===== config.mk =====
export PLATFORM = sky130hd
export DESIGN_NAME = ps2_scancode_decoder_flat
export DESIGN_NICKNAME = d
export VERILOG_FILES = /design/src/rtl/ps2_ev_if.sv /design/src/rtl/ps2_scancode_decoder.sv /design/src/flat_wrapper.sv
export SDC_FILE = /design/constraint.sdc
export NUM_CORES = 1
export LEC_CHECK = 0
export BUFFER_PORTS_ARGS = -buffer_cell sky130_fd_sc_hd__buf_2
export CELL_PAD_IN_SITES_DETAIL_PLACEMENT = 1
export CELL_PAD_IN_SITES_GLOBAL_PLACEMENT = 1
export CORE_MARGIN = 3
export CORE_UTILIZATION = 45
export CTS_CLUSTER_DIAMETER = 200
export CTS_CLUSTER_SIZE = 28
export DETAILED_ROUTE_END_ITERATION = 6
export PLACE_DENSITY = 0.78
export SKIP_CTS_REPAIR_TIMING = 1
export SYNTH_ARGS = -nofsm -noshare
export SYNTH_HDL_FRONTEND = slang
export SYNTH_SLANG_ARGS = --single-unit

===== constraint.sdc =====
create_clock -name clk -period 3.4 [get_ports clk]
set_input_delay 0.68 -clock clk [delete_from_list [all_inputs] [get_ports clk]]
set_output_delay 0.68 -clock clk [all_outputs]
set_load 0.01 [all_outputs]

===== src/rtl/ps2_ev_if.sv =====
// Key-event handshake between the scan-code decoder and its consumer.
interface ps2_ev_if;
    logic       ev_valid;
    logic       ev_ready;
    logic [7:0] ev_code;
    logic       ev_ext;
    logic       ev_break;

    modport master (
        output ev_valid,
        output ev_code,
        output ev_ext,
        output ev_break,
        input  ev_ready
    );

    modport slave (
        input  ev_valid,
        input  ev_code,
        input  ev_ext,
        input  ev_break,
        output ev_ready
    );
endinterface


===== src/rtl/ps2_scancode_decoder.sv =====
// Turns PS/2 scan-code set 2 byte sequences into key events, tracks Shift/Ctrl/Alt,
// and buffers events in a first-word-fall-through FIFO.
module ps2_scancode_decoder #(
    parameter int unsigned TIMEOUT = 200000,
    parameter int unsigned FIFO_AW = 2
) (
    input  logic       clk,
    input  logic       rst,
    input  logic       kbs,
    input  logic [7:0] data,
    input  logic       parity_error,
    ps2_ev_if.master   ev,
    output logic       mod_shift,
    output logic       mod_ctrl,
    output logic       mod_alt,
    output logic       overflow
);

    localparam int unsigned CntTW = (TIMEOUT > 0) ? $clog2(TIMEOUT + 1) : 1;
    localparam int unsigned Depth = 1 << FIFO_AW;
    localparam int unsigned CntW  = FIFO_AW + 1;

    localparam logic [CntTW-1:0]   TimeoutVal = CntTW'(TIMEOUT);
    localparam logic [CntTW-1:0]   TOne       = CntTW'(1);
    localparam logic [FIFO_AW-1:0] PtrOne     = FIFO_AW'(1);
    localparam logic [CntW-1:0]    CntOne     = CntW'(1);
    localparam logic [CntW-1:0]    CntFull    = CntW'(Depth);

    typedef enum logic [2:0] {StIdle, StExt, StBrk, StExtBrk, StPause} state_e;

    state_e             state_q, state_d;
    logic [2:0]         skip_q, skip_d;
    logic [CntTW-1:0]   tcnt_q, tcnt_d;
    logic               pe_q;
    logic [5:0]         mod_q, mod_d;  // lshift, rshift, lctrl, rctrl, lalt, ralt
    logic               ovf_q;

    logic               byte_ok, pe_rise;
    logic               emit, em_ext, em_brk;
    logic [7:0]         em_code;

    logic [9:0]         mem_q [Depth];
    logic [FIFO_AW-1:0] wr_ptr_q, rd_ptr_q;
    logic [CntW-1:0]    count_q, count_d;
    logic               valid, full, pop, push_ok;

    assign byte_ok = kbs & ~parity_error;
    assign pe_rise = parity_error & ~pe_q;

    // Sequence decoder: next state, timeout counter and event emission.
    always_comb begin
        state_d = state_q;
        skip_d  = skip_q;
        tcnt_d  = tcnt_q;
        emit    = 1'b0;
        em_ext  = 1'b0;
        em_brk  = 1'b0;
        em_code = data;
        if (pe_rise) begin
            state_d = StIdle;
            tcnt_d  = '0;
            skip_d  = '0;
        end else if (byte_ok) begin
            tcnt_d = '0;
            case (state_q)
                StIdle: begin
                    case (data)
                        8'hE0: state_d = StExt;
                        8'hF0: state_d = StBrk;
                        8'hE1: begin
                            state_d = StPause;
                            skip_d  = 3'd7;
                        end
                        8'hAA, 8'hFA, 8'hEE, 8'hFE, 8'h00, 8'hFF: ;
                        default: emit = 1'b1;
                    endcase
                end
                StExt: begin
                    if (data == 8'hF0) begin
                        state_d = StExtBrk;
                    end else begin
                        emit    = 1'b1;
                        em_ext  = 1'b1;
                        state_d = StIdle;
                    end
                end
                StBrk: begin
                    emit    = 1'b1;
                    em_brk  = 1'b1;
                    state_d = StIdle;
                end
                StExtBrk: begin
                    emit    = 1'b1;
                    em_ext  = 1'b1;
                    em_brk  = 1'b1;
                    state_d = StIdle;
                end
                StPause: begin
                    skip_d = skip_q - 3'd1;
                    if (skip_q == 3'd1) begin
                        emit    = 1'b1;
                        em_code = 8'hE1;
                        state_d = StIdle;
                    end
                end
                default: state_d = StIdle;
            endcase
        end else if (state_q != StIdle) begin
            // A partial sequence left idle too long is abandoned silently.
            if (tcnt_q == TimeoutVal) begin
                state_d = StIdle;
                tcnt_d  = '0;
            end else begin
                tcnt_d = tcnt_q + TOne;
            end
        end
    end

    // Modifier tracking follows every decoded event, even one the FIFO drops.
    always_comb begin
        mod_d = mod_q;
        if (emit) begin
            case ({em_ext, em_code})
                9'h012:  mod_d[0] = ~em_brk;
                9'h059:  mod_d[1] = ~em_brk;
                9'h014:  mod_d[2] = ~em_brk;
                9'h114:  mod_d[3] = ~em_brk;
                9'h011:  mod_d[4] = ~em_brk;
                9'h111:  mod_d[5] = ~em_brk;
                default: ;
            endcase
        end
    end

    // FIFO control: a full FIFO still accepts a push when the head leaves in the same cycle.
    always_comb begin
        valid   = (count_q != '0);
        full    = (count_q == CntFull);
        pop     = valid & ev.ev_ready;
        push_ok = emit & (~full | pop);
        count_d = count_q;
        case ({push_ok, pop})
            2'b10:   count_d = count_q + CntOne;
            2'b01:   count_d = count_q - CntOne;
            default: ;
        endcase
    end

    // Decoder, modifier and FIFO pointer state.
    always_ff @(posedge clk or posedge rst) begin
        if (rst) begin
            state_q  <= StIdle;
            skip_q   <= '0;
            tcnt_q   <= '0;
            pe_q     <= 1'b0;
            mod_q    <= '0;
            ovf_q    <= 1'b0;
            wr_ptr_q <= '0;
            rd_ptr_q <= '0;
            count_q  <= '0;
        end else begin
            state_q <= state_d;
            skip_q  <= skip_d;
            tcnt_q  <= tcnt_d;
            pe_q    <= parity_error;
            mod_q   <= mod_d;
            count_q <= count_d;
            if (emit && !push_ok) ovf_q <= 1'b1;
            if (push_ok) wr_ptr_q <= wr_ptr_q + PtrOne;
            if (pop) rd_ptr_q <= rd_ptr_q + PtrOne;
        end
    end

    // Event storage; contents are only observed through a valid head.
    always_ff @(posedge clk) begin
        if (push_ok) mem_q[wr_ptr_q] <= {em_ext, em_brk, em_code};
    end

    // Head-of-FIFO and status outputs; the head reads as zero while empty.
    always_comb begin
        ev.ev_valid = valid;
        {ev.ev_ext, ev.ev_break, ev.ev_code} = valid ? mem_q[rd_ptr_q] : 10'h000;
        mod_shift = mod_q[0] | mod_q[1];
        mod_ctrl  = mod_q[2] | mod_q[3];
        mod_alt   = mod_q[4] | mod_q[5];
        overflow  = ovf_q;
    end

endmodule


===== src/flat_wrapper.sv =====
// flat-port wrapper written by rule: the top's interface ports become plain ports
module ps2_scancode_decoder_flat 
#(
    parameter int unsigned TIMEOUT = 200000,
    parameter int unsigned FIFO_AW = 2
)
  (clk, rst, kbs, data, parity_error, mod_shift, mod_ctrl, mod_alt, overflow, ev_ev_valid, ev_ev_code, ev_ev_ext, ev_ev_break, ev_ev_ready);
  ps2_ev_if ev_i ();
  input  logic clk;
  input  logic rst;
  input  logic kbs;
  input  logic [7:0] data;
  input  logic parity_error;
  output logic mod_shift;
  output logic mod_ctrl;
  output logic mod_alt;
  output logic overflow;
  output wire logic [$bits(ev_i.ev_valid)-1:0] ev_ev_valid;
  output wire logic [$bits(ev_i.ev_code)-1:0] ev_ev_code;
  output wire logic [$bits(ev_i.ev_ext)-1:0] ev_ev_ext;
  output wire logic [$bits(ev_i.ev_break)-1:0] ev_ev_break;
  input wire logic [$bits(ev_i.ev_ready)-1:0] ev_ev_ready;
  assign ev_ev_valid = ev_i.ev_valid;
  assign ev_ev_code = ev_i.ev_code;
  assign ev_ev_ext = ev_i.ev_ext;
  assign ev_ev_break = ev_i.ev_break;
  assign ev_i.ev_ready = ev_ev_ready;
  ps2_scancode_decoder #(.TIMEOUT(TIMEOUT), .FIFO_AW(FIFO_AW)) u_core (.clk(clk), .rst(rst), .kbs(kbs), .data(data), .parity_error(parity_error), .ev(ev_i), .mod_shift(mod_shift), .mod_ctrl(mod_ctrl), .mod_alt(mod_alt), .overflow(overflow));
endmodule

# Yosys cells after proc, flatten, opt, wreduce, memory -nomap -nowiden
# Memories as Yosys holds them, arrays and structs flattened.
# Index checks and enable logic that the tools add are counted.
[word_totals]
regBits = 39
mem_bits_rw = 40
input_bits = 13
output_inout_bits = 15
word_cells = 116
n_memories = 1
[classes]
addsub = 6
eq_ne = 26
n_mux = 36
bitwise_logic = 12
n_reduce_logical = 21
[memory_table]
columns = ["memory", "words", "word_bits", "read_ports", "rd_clocked_by_memory_dff", "write_ports", "line", "rtl"]
rows = [
  ["u_core.mem_q", 4, 10, 1, 0, 1, "ps2_scancode_decoder.sv:42", "logic [9:0] mem_q [Depth];"],
]
[op_table]
columns = ["cell", "count"]
rows = [
  ["two-way mux 18 bit", 4],
  ["equality test 8 bit (second input constant)", 8],
  ["two-way mux 8 bit", 4],
  ["equality test 9 x 5 -> 1 bit (second input constant)", 3],
  ["two-way mux 3 bit", 8],
  ["adder 18 x 1 -> 18 bit (second input constant)", 1],
  ["equality test 18 bit (second input constant)", 1],
  ["equality test 9 bit (second input constant)", 2],
  ["case mux 3 bit (3 select lines)", 2],
  ["nonzero test 3 bit", 5],
  ["two-way mux 1 bit", 12],
  ["case mux 3 bit (2 select lines)", 2],
  ["AND reduction 2 bit", 6],
  ["two-way mux 10 bit", 1],
  ["equality test 9 x 7 -> 1 bit (second input constant)", 1],
  ["OR reduction 9 bit", 1],
  ["logical NOT 8 bit", 1],
  ["equality test 3 x 1 -> 1 bit (second input constant)", 2],
  ["equality test 3 x 2 -> 1 bit (second input constant)", 2],
  ["equality test 3 bit (second input constant)", 2],
  ["!= test 6 bit (second input constant)", 1],
  ["subtractor 3 x 1 -> 3 bit (second input constant)", 2],
  ["adder 2 x 1 -> 2 bit (second input constant)", 2],
  ["bitwise AND 1 bit", 4],
  ["other kinds (17)", 24],
]

# Logic depth before layout (Yosys ltp)
# Gate-level depths: netlist of the first run.
[depth]
ltp_word = 9
ltp_mapped = 12
ltp_nobuf = 11

# Worst setup path before layout of the first run
# No wires, ideal clock.
[synth_timing]
path_kind = "input to register"
startpoint = "in kbs"
endpoint = "reg u_core.count_q[2]"
arrival_ns = 2.699
required_time_ns = 3.314
path_slack_ns = 0.616
stages = 10
n_path_buf = 2
path_cell_list = "nor2b_1 -> clkbuf_1 -> o21ai_0 -> a311oi_1 -> a32o_2 -> buf_6 -> nor2_1 -> fa_1 -> o32a_1 -> o221ai_2"
[synth_between]
elab_chain_len = 6
elab_cells_between_ends = 8
classes_between = "eq/ne: 2; mux: 3; bitwise: 2; reduce/logical: 1"
[synth_rtl]
columns = ["element", "line", "rtl"]
rows = [
  ["start: declaration", "flat_wrapper.sv:11", "input logic kbs;"],
  ["bitwise AND 1 bit (*)", "ps2_scancode_decoder.sv:47", "assign byte_ok = kbs & ~parity_error;"],
  ["two-way mux 1 bit (*)", "ps2_scancode_decoder.sv:63", "end else if (byte_ok) begin"],
  ["two-way mux 1 bit (*)", "ps2_scancode_decoder.sv:59", "if (pe_rise) begin"],
  ["bitwise AND 1 bit (*)", "ps2_scancode_decoder.sv:140", "push_ok = emit & (~full | pop);"],
  ["equality test 2 x 1 -> 1 bit / equality test 2 bit (equally long branches)", "ps2_scancode_decoder.sv:142", "case ({push_ok, pop})"],
  ["case mux 3 bit (2 select lines) / nonzero test 2 bit (equally long branches)", "n/a", ""],
  ["end signal: assignment", "ps2_scancode_decoder.sv:167", "count_q <= count_d;"],
  ["end: declaration", "ps2_scancode_decoder.sv:44", "logic [CntW-1:0] count_q, count_d;"],
]
# Every way passes the cells marked *; elsewhere a longest branch is shown, timed or not.
# A chain may end at the register's enable or synchronous reset.

# Worst setup path after layout of the first run
[layout_timing]
startpoint = "reg u_core.state_q[2]"
endpoint = "mem u_core.mem_q[2][0], enable pin"
[layout_between]
elab_chain_len = 8
elab_cells_between_ends = 12
classes_between = "eq/ne: 4; mux: 5; bitwise: 1; reduce/logical: 2"
[layout_rtl]
columns = ["element", "line", "rtl"]
rows = [
  ["start: declaration", "ps2_scancode_decoder.sv:31", "state_e state_q, state_d;"],
  ["start signal: assignment", "ps2_scancode_decoder.sv:152", "state_q <= StIdle;"],
  ["start signal: assignment", "ps2_scancode_decoder.sv:162", "state_q <= state_d;"],
  ["equality test 3 x 2 -> 1 bit", "ps2_scancode_decoder.sv:65", "case (state_q)"],
  ["OR reduction 2 bit (no source line)", "n/a", ""],
  ["case mux 1 bit (4 select lines) (*)", "ps2_scancode_decoder.sv:65", ""],
  ["two-way mux 1 bit (*)", "ps2_scancode_decoder.sv:63", ""],
  ["two-way mux 1 bit (*)", "ps2_scancode_decoder.sv:59", ""],
  ["bitwise AND 1 bit (*)", "ps2_scancode_decoder.sv:140", ""],
  ["two-way mux 1 bit (*)", "ps2_scancode_decoder.sv:176", "if (push_ok) mem_q[wr_ptr_q] <= {em_ext, em_brk, em_code};"],
  ["two-way mux 1 bit (implied by the code) (*)", "ps2_scancode_decoder.sv:176", ""],
  ["end: declaration", "ps2_scancode_decoder.sv:42", ""],
]
# Marks and branches as above.

==> metrics.txt, run 1 <==
biggest area consumer among synthesized cells=edfxtp_1; initial antenna violation count=0; maxcap violations=0; Comb power frac=0.265; Pleak=1.757 nW; Post-Route WL=7931 um; total track usage=0.1750; sequential power share=0.473; gr ovfl total=0; port bufs=27; synth warn=0; Syn Area/Cell=11.86 um^2; initial drt markers=89; Net Sw Frac=0.3331; CTS Buffer Depth=2; fin cells=468; status=finished clean; DP Area=4119 um^2; Synth Instances=328; Max transition margin=0.5042; fin crit share=0.8487; ys async rst share=0.4937; total CTS buffers=9; Synth Cell Area=3890 um^2; GPL Wtd Cong=0.8507; Yosys top cell area share=0.3088; Switch Pwr=0.8754 mW; Max stage delay on crit path=0.54 ns; clock share of power=0.263; Core Area=8299 um^2; crit path cell chain=or3_1 -> a31oi_1 -> a32o_2 -> o31a_1 -> and2_1; FF+latch count, synth=79; crit-path max FO=12; Final Critical Period=2.886 ns; later-pin clock latency in the skew report=0.36 ns; TritonCTS clock tree=yes; critical path type=register to register; Hold Vio Cnt, Final=0; WP data arrival=2.89 ns; Die Span Y=98.98 um; Placed Cells incl. Taps=452; number of global-route vias before repair=2781; Die Wd=98.98 um; # DRC=0; largest net degree at the start of global routing=40; nets=380; detailed placer's ending HPWL=5875 um; detailed-route vias per instance=5.519; CTS Sinks=79; DR vias=2583; TNS Setup=0 ns; CTS H-tree lvls=3; sequential fraction of the synthesis area=0.5597; depth of the worst register-to-register path=5; first-pass GRT wire length=13500 um; Post-Route Skew=0.01304 ns; number of synthesized flops with an enable pin=40; antenna viol nets, final=0; Area contributors post-synth=edfxtp_1, dfrtp_1, mux4_2, and2_1, xor2_1; syn_nets=350; worst hold margin=0.4262 ns; Finished Core Util=0.5198; Layout area overhead=10.90%; Ant. Diodes=0; power density over cell area=609.2 nW/um^2; post-synthesis cell type count=50; clk slew on worst S/H paths=0.09 ns; row count=33; Starting Density=0.4687; DIE AREA=9796 um^2; CP max-delay cell=or3_1; Fmax=346.6 MHz; DR pass1 iterations=4; worst min path class=primary input to asynchronous set/reset pin; final instance area=4314 um^2; VDD IR-drop max=0.2433 mV; worst slew pin tran=0.7369 ns; unrepaired setup endpoints after global routing=no; fin. max-slew vios=0; Critical Path RT=3.40 ns; ys flop type=edfxtp_1; crit end category=register; startpoint class of the critical path=register; num ports=28; internal power=1.753 mW; share of post-route cells with drive strength above 1=0.1901; WL/cell=16.95 um; # setup viols final=0; Root Buffer=clkbuf_8
## worst max-delay path: cells and delay by family, from the launching register on
kind	cells	cell delay, ns
AND/OR/NAND/NOR	2	1.04
AO/OA/AOI/OAI	3	0.98
flip-flops	1	0.51
## cells in the mapped netlist (2+ instances only)
library cell,instances
a31oi_1,4
dfrtp_1,39
and4_1,2
nand2b_1,8
a21oi_1,10
xnor2_1,7
or2_2,5
and2_1,19
o21ai_0,11
nand4_1,10
ha_1,8
inv_1,13
xor2_1,12
nand3_1,13
or3_1,5
nor2_1,26
nor2b_1,6
nor4_1,6
nand2_1,25
nor3_1,5
clkbuf_1,8
edfxtp_1,40
and3_1,5
mux2_2,4
mux4_2,10
buf_6,3
## layout make-up
type	instances	area (um^2)
clock inverters	7	71.32
inverters	13	48.80
multi-input cells	224	1597
well taps	105	131.4
flip-flops and latches	79	2177
repair buffers	31	165.2
clock buffers	9	123.9
fillers	891	3985
## registers in the layout, summed over array words and instances (netlist names)
register,flops
u_core.mem_q,40
u_core.tcnt_q,18
u_core.mod_q,6
u_core.count_q,3
u_core.skip_q,3
u_core.state_q,3
u_core.rd_ptr_q,2
u_core.wr_ptr_q,2
u_core.overflow,1
u_core.pe_q,1
## cell usage in the layout (no fill, tap or decap), drive strengths merged, types with 2 or more instances in the layout
| cell | count |
|---|---|
| edfxtp | 40 |
| dfrtp | 39 |
| buf | 31 |
| nor2 | 26 |
| nand2 | 25 |
| and2 | 19 |
| inv | 19 |
| nand3 | 13 |
| xor2 | 12 |
| o21ai | 11 |
| nand4 | 10 |
| a21oi | 10 |
| mux4 | 10 |
| clkbuf | 9 |
| nand2b | 8 |
| ha | 8 |
| xnor2 | 7 |
| nor4 | 7 |
| nor2b | 6 |
| or2 | 6 |
| nor3 | 5 |
| or3 | 5 |
| and3 | 5 |
| mux2 | 4 |
| a31oi | 4 |
| and4 | 2 |
| o221ai | 2 |
## cell families after synthesis
group / count (synthesis) / share of synthesized area
buf+inv: 25 / 0.02991
xor+xnor: 19 / 0.04278
mux: 14 / 0.06948
fa+ha+maj: 9 / 0.03088
compound gates: 41 / 0.07109
simple gates: 141 / 0.1962
flops: 79 / 0.5597
## final timing paths
check                                        from                  to  slack, ns
worst min-delay path                          rst   u_core.tcnt_q[15]       0.43
worst max-delay path            u_core.state_q[2]  u_core.mem_q[2][0]       0.51
worst max register to register  u_core.state_q[2]  u_core.mem_q[2][0]       0.51
worst min register to register    u_core.overflow     u_core.overflow       0.48
max in group asynchronous                     rst    u_core.tcnt_q[4]       2.61
min in group clk                     parity_error         u_core.pe_q       0.45
## through the flow
| stage | power (mW) | setup slack [ns] |
|---|---|---|
| after floorplan | 1.737 | 0.6156 |
| after global placement | 1.930 | 0.4962 |
| after detailed placement | 1.979 | 0.3999 |
| after CTS | 2.674 | 0.5054 |
| after global routing | 2.798 | 0.3407 |
| final | 2.628 | 0.5145 |
## power by group through the flow
| stage | registers [mW] | logic [mW] | clock network, mW |
|---|---|---|---|
| 4_1_cts | 1.25 | 0.712 | 0.713 |
| 5_1_grt | 1.27 | 0.774 | 0.757 |
| 3_5_place_dp | 1.27 | 0.710 | 0 |
| 2_1_floorplan | 1.19 | 0.550 | 0 |
| 6_report | 1.24 | 0.695 | 0.691 |
| 3_3_place_gp | 1.25 | 0.677 | 0 |
## per-layer routing
layer  vias up  global-route usage  wire [um]
met4         0             0.04202         70
met5         -                   0          0
met1      1296              0.2181       3424
met2        30              0.3042       4165
met3         8             0.04600        270
li1       1249                   -          -
No activity file was read; power rests on OpenSTA's default activity.
==> run 2, diff against run 1 <==
--- a/config.mk
+++ b/config.mk
@@ -9,11 +9,11 @@
 export CELL_PAD_IN_SITES_DETAIL_PLACEMENT = 1
 export CELL_PAD_IN_SITES_GLOBAL_PLACEMENT = 1
 export CORE_MARGIN = 3
-export CORE_UTILIZATION = 45
+export CORE_UTILIZATION = 44
 export CTS_CLUSTER_DIAMETER = 200
 export CTS_CLUSTER_SIZE = 28
 export DETAILED_ROUTE_END_ITERATION = 6
-export PLACE_DENSITY = 0.78
+export PLACE_DENSITY = 0.8
 export SKIP_CTS_REPAIR_TIMING = 1
 export SYNTH_ARGS = -nofsm -noshare
 export SYNTH_HDL_FRONTEND = slang
==> constraint.sdc (replaced) <==
create_clock -name clk -period 2.45 [get_ports clk]
set_input_delay 0.49 -clock clk [delete_from_list [all_inputs] [get_ports clk]]
set_output_delay 0.49 -clock clk [all_outputs]
set_load 0.01 [all_outputs]
==> metrics.txt, run 2 (synthesized netlist as in run 1, its figures left out) <==
DR vias=2755 (+6.7%); CTS Sinks=79 (unchanged); worst slew pin tran=0.6284 ns (-0.1085 ns); Largest register FFs=40 (unchanged); Max transition margin=0.5779 (+0.07365); Post-Route Skew=0.01013 ns (-0.002908 ns); Most flops, register=u_core.mem_q; fin. max-slew vios=0 (unchanged); commonest non-fill, non-tap cell in the layout=edfxtp_1; crit-path max FO=4 (-8); Critical Path RT=2.74 ns (-0.66 ns); final instance area=4616 um^2 (+7.0%); TritonCTS clock tree=yes; initial drt markers=104 (+17%); total CTS buffers=9 (unchanged); DP Area=4372 um^2 (+6.1%); Root Buffer=clkbuf_8; Final Critical Period=2.367 ns (-0.5189 ns); detailed placer's ending HPWL=6491 um (+10%); largest net degree at the start of global routing=40 (unchanged); num ports=28 (unchanged); first-pass GRT wire length=14670 um (+8.6%); Layout area overhead=18.66%; worst hold margin=0.2319 ns (-0.1943 ns); total track usage=0.1877 (+0.01267); crit end category=register; nets=413 (+8.7%); Fmax=422.5 MHz (+22%); Die Span Y=100.0 um (+1.1%); unrepaired setup endpoints after global routing=no; Die Wd=100.0 um (+1.1%); startpoint class of the critical path=register; CTS H-tree lvls=3 (unchanged); maxcap violations=0 (unchanged); # DRC=0 (unchanged); Hold Vio Cnt, Final=0 (unchanged); share of post-route cells with drive strength above 1=0.2980 (+0.1079); Placed Cells incl. Taps=482 (+6.6%); # setup viols final=0 (unchanged); Pleak=1.916 nW (+9.0%); Starting Density=0.4641 (-0.004618); met1 usage=0.2333 (+0.01521); post-place setup slack=-0.1554 ns (-0.5553 ns); Power Total=3.785 mW (+44%); antenna viol nets, final=0 (unchanged); power density over cell area=820.1 nW/um^2 (+35%); fin crit share=0.9660 (+0.1173); fin cells=501 (+7.1%); DR pass1 iterations=4 (unchanged); Post-Route WL=8920 um (+12%); critical path type=register to register; DIE AREA=10010 um^2 (+2.1%); port bufs=27 (unchanged); Final Worst Setup Slack=0.08332 ns (-0.4311 ns); initial antenna violation count=0 (unchanged); M3 GR Usage=0.02780 (-0.01820); Finished Core Util=0.5507 (+0.03085); CTS Buffer Depth=2 (unchanged); gr ovfl total=0 (unchanged); status=finished clean; VDD IR-drop max=0.3218 mV (+32%); WL/cell=17.80 um (+5.1%); commonest non-fill, non-tap cells in the layout=edfxtp_1, dfrtp_1, buf_4, buf_2, nor2_1; GPL Wtd Cong=0.8074 (-5.1%); row count=33 (unchanged); biggest regs=u_core.mem_q x40, u_core.tcnt_q x18, u_core.mod_q x6; Ant. Diodes=0 (unchanged); detailed-route vias per instance=5.499 (-0.37%); TNS Setup=0 ns (unchanged); number of global-route vias before repair=2987 (+7.4%); Core Area=8382 um^2 (+1.0%); later-pin clock latency in the skew report=0.36 ns (about the same); GRT busiest layer=met2; clk slew on worst S/H paths=0.10 ns (about the same); WP data arrival=2.65 ns (-0.24 ns); worst min path class=primary input to asynchronous set/reset pin; met2 GRT Util=0.3371 (+0.03286)
==> run 2: cell count changes in the layout (fill, tap and decap cells not counted), sizes merged <==
| cell | change |
|---|---|
| buf | +33 |
| inv | -2 |
| clkinv | +1 |
| clkinvlp | +1 |
==> run 2: report_power, final <==
group	internal, mW	leakage [nW]	switching, mW
logic	0.579	0.932	0.588
clock network	0.393	0.0943	0.550
registers	1.54	0.889	0.131
==> run 2: routing by layer <==
| metal | part of all wire | wire [um] | vias to the layer above |
|---|---|---|---|
| li1 | - | - | 1319 |
| met1 | 0.42 | 3787 | 1383 |
| met2 | 0.53 | 4763 | 40 |
| met3 | 0.025 | 226 | 13 |
| met4 | 0.016 | 142 | 0 |
| met5 | 0 | 0 | - |
==> run 2: critical path: stages, from the launching register on <==
cell and delay (ns):
dfrtp_1 0.42, ha_2 0.19, nor2b_4 0.12, and3_1 0.17
a221o_1 0.26, a32o_2 0.29, buf_6 0.14, or2_4 0.22
o32a_1 0.35, o221ai_2 0.12
==> run 2: worst paths after layout <==
path	from	endpoint	slack, ns	cells past startpoint
worst max-delay path	u_core.skip_q[0]	u_core.count_q[2]	0.08	9
worst min-delay path	rst	u_core.overflow	0.23	3
worst max register to register	u_core.skip_q[0]	u_core.count_q[2]	0.08	9
worst min register to register	u_core.overflow	u_core.overflow	0.48	1
max in group asynchronous	rst	u_core.tcnt_q[3]	1.86	3
min in group clk	parity_error	u_core.pe_q	0.36	2
==> run 2: area by class of cell <==
type	instances	area, um^2
well taps	105	131.4
repair buffers	64	416.7
multi-input cells	224	1653
flip-flops and latches	79	2177
fillers	922	3766
inverters	13	48.80
clock inverters	7	65.06
clock buffers	9	123.9
==> run 3, diff against run 2 <==
--- a/config.mk
+++ b/config.mk
@@ -14,6 +14,7 @@
 export CTS_CLUSTER_SIZE = 28
 export DETAILED_ROUTE_END_ITERATION = 6
 export PLACE_DENSITY = 0.8
+export SETUP_SLACK_MARGIN = 0.2
 export SKIP_CTS_REPAIR_TIMING = 1
 export SYNTH_ARGS = -nofsm -noshare
 export SYNTH_HDL_FRONTEND = slang
==> metrics.txt, run 3 (synthesized netlist as in run 1, its figures left out) <==
worst r2r dst=u_core.count_q[2]; port bufs=27 (unchanged); crit end category=register; worst min path class=primary input to asynchronous set/reset pin; VDD IR-drop max=0.4485 mV (+39%); Finished Core Util=0.5858 (+0.03508); Power Total=4.284 mW (+13%); sum of buffers and inverters on the critical path=1 (unchanged); GPL Wtd Cong=0.8425 (+4.3%); Largest register FFs=40 (unchanged); CTS Buffer Depth=2 (unchanged); number of global-route vias before repair=2981 (-0.20%); initial antenna violation count=0 (unchanged); critical path type=register to register; Net Sw Frac=0.3207 (-0.01454); Ant. Diodes=0 (unchanged); detailed-route vias per instance=5.594 (+1.7%); Placed Cells incl. Taps=482 (unchanged); num ports=28 (unchanged); sequential power share=0.398 (-0.045); post-place setup slack=-0.06598 ns (+0.08939 ns); gr ovfl total=0 (unchanged); Core Area=8382 um^2 (unchanged); Root Buffer=clkbuf_8; Layout area overhead=26.21%; nets=427 (+3.4%); # setup viols final=0 (unchanged); Post-Route WL=9886 um (+11%); WL/cell=19.20 um (+7.8%); clock share of power=0.239 (-0.010); Starting Density=0.4641 (unchanged); # DRC=0 (unchanged); CP max-delay cell=dfrtp_1; fin. max-slew vios=0 (unchanged); startpoint class of the critical path=register; Final Worst Setup Slack=0.1253 ns (+0.04200 ns); flop2flop setup slack=0.13 ns (+0.04 ns); clk slew on worst S/H paths=0.09 ns (about the same); Comb power frac=0.362 (+0.054); later-pin clock latency in the skew report=0.35 ns (about the same); biggest regs=u_core.mem_q x40, u_core.tcnt_q x18, u_core.mod_q x6; CTS H-tree lvls=3 (unchanged); fin cells=515 (+2.8%); total CTS buffers=9 (unchanged); WP data arrival=2.60 ns (-0.05 ns); DR pass1 iterations=4 (unchanged); Die Span Y=100.0 um (unchanged); largest net degree at the start of global routing=40 (unchanged); Hold Vio Cnt, Final=0 (unchanged); share of post-route cells with drive strength above 1=0.3634 (+0.06543); crit-path max FO=4 (unchanged); unrepaired setup endpoints after global routing=yes; DR vias=2881 (+4.6%); commonest non-fill, non-tap cells in the layout=buf_4, edfxtp_1, dfrtp_1, nand2_1, nor2_1; Critical Path RT=2.72 ns (-0.02 ns); Pleak=2.046 nW (+6.8%); initial drt markers=112 (+7.7%); worst hold margin=0.2450 ns (+0.01314 ns); Final Critical Period=2.325 ns (-0.04200 ns); fin crit share=0.9488 (-0.01714); Max stage delay on crit path=0.42 ns (about the same); Max transition margin=0.6608 (+0.08292); Most flops, register=u_core.mem_q; Die Wd=100.0 um (unchanged); row count=33 (unchanged); crit path cell chain=ha_2 -> nor2b_4 -> and3_4 -> a221o_1 -> a32o_2 -> buf_6 -> or2_4 -> o32a_1 -> o221ai_2; CTS Sinks=79 (unchanged); Fmax=430.2 MHz (+1.8%); status=finished clean; detailed placer's ending HPWL=6312 um (-2.8%); RR Startpoint=u_core.skip_q[0]; worst slew pin tran=0.5088 ns (-0.1195 ns); depth of the worst register-to-register path=9 (unchanged); Switch Pwr=1.374 mW (+8.3%); antenna viol nets, final=0 (unchanged); power density over cell area=872.6 nW/um^2 (+6.4%); first-pass GRT wire length=14480 um (-1.3%); total track usage=0.1852 (-0.002418); internal power=2.910 mW (+16%); Post-Route Skew=0.01830 ns (+0.008171 ns); DIE AREA=10010 um^2 (unchanged); kind of cell adding the most delay to the critical path=compound AO/OA/AOI/OAI gates; maxcap violations=0 (unchanged); Fillers=866 (-6.1%); TritonCTS clock tree=yes
[run 3: tightest hold or removal path, delay by kind of cell]
kind     cells  cell delay, ns
buf+inv      3            0.56
[run 3: stage by stage]
step / cell area, um^2 / setup TNS (ns)
4_1_cts: 4591 / 0
2_1_floorplan: 3935 / 0
6_report: 4910 / 0
5_1_grt: 4910 / 0
3_5_place_dp: 4382 / -0.08905
3_3_place_gp: 4382 / -0.01428
[run 3: cell type report]
class                   instances  area, um^2  share of cell area
inverters                      13       48.80            0.009939
multi-input cells             228        1760              0.3586
clock buffers                   9       123.9             0.02523
repair buffers                 74       580.6              0.1182
flip-flops and latches         79        2180              0.4439
clock inverters                 7       85.08             0.01733
well taps                     105       131.4             0.02676
[run 3: power by group through the flow]
stage | clock network, mW | logic, mW | registers, mW
detailed placement | 0 | 1.17 | 1.71
floorplan | 0 | 0.809 | 1.65
finish | 1.03 | 1.55 | 1.71
global placement | 0 | 1.11 | 1.69
CTS | 1.05 | 1.18 | 1.68
global route | 1.11 | 1.66 | 1.72
[run 3: routing by layer]
| layer | share of wire | routed length [um] | global-route usage | vias up |
|---|---|---|---|---|
| li1 | - | - | - | 1353 |
| met1 | 0.40 | 3990 | 0.2306 | 1461 |
| met2 | 0.55 | 5436 | 0.3284 | 55 |
| met3 | 0.033 | 328 | 0.03753 | 12 |
| met4 | 0.013 | 131 | 0.05181 | 0 |
| met5 | 0 | 0 | 0 | - |
[run 3: worst max path at each step]
stage                      startpoint  slack (ns)                end  cells past startpoint
floorplan                     data[0]       0.008  u_core.count_q[1]                     10
global placement              data[6]       -0.01  u_core.count_q[2]                      9
detailed placement            data[6]       -0.07  u_core.count_q[2]                      9
CTS                 u_core.state_q[2]        0.01  u_core.count_q[2]                      7
global route         u_core.skip_q[0]        0.06  u_core.count_q[2]                      9
finish               u_core.skip_q[0]        0.13  u_core.count_q[2]                      9
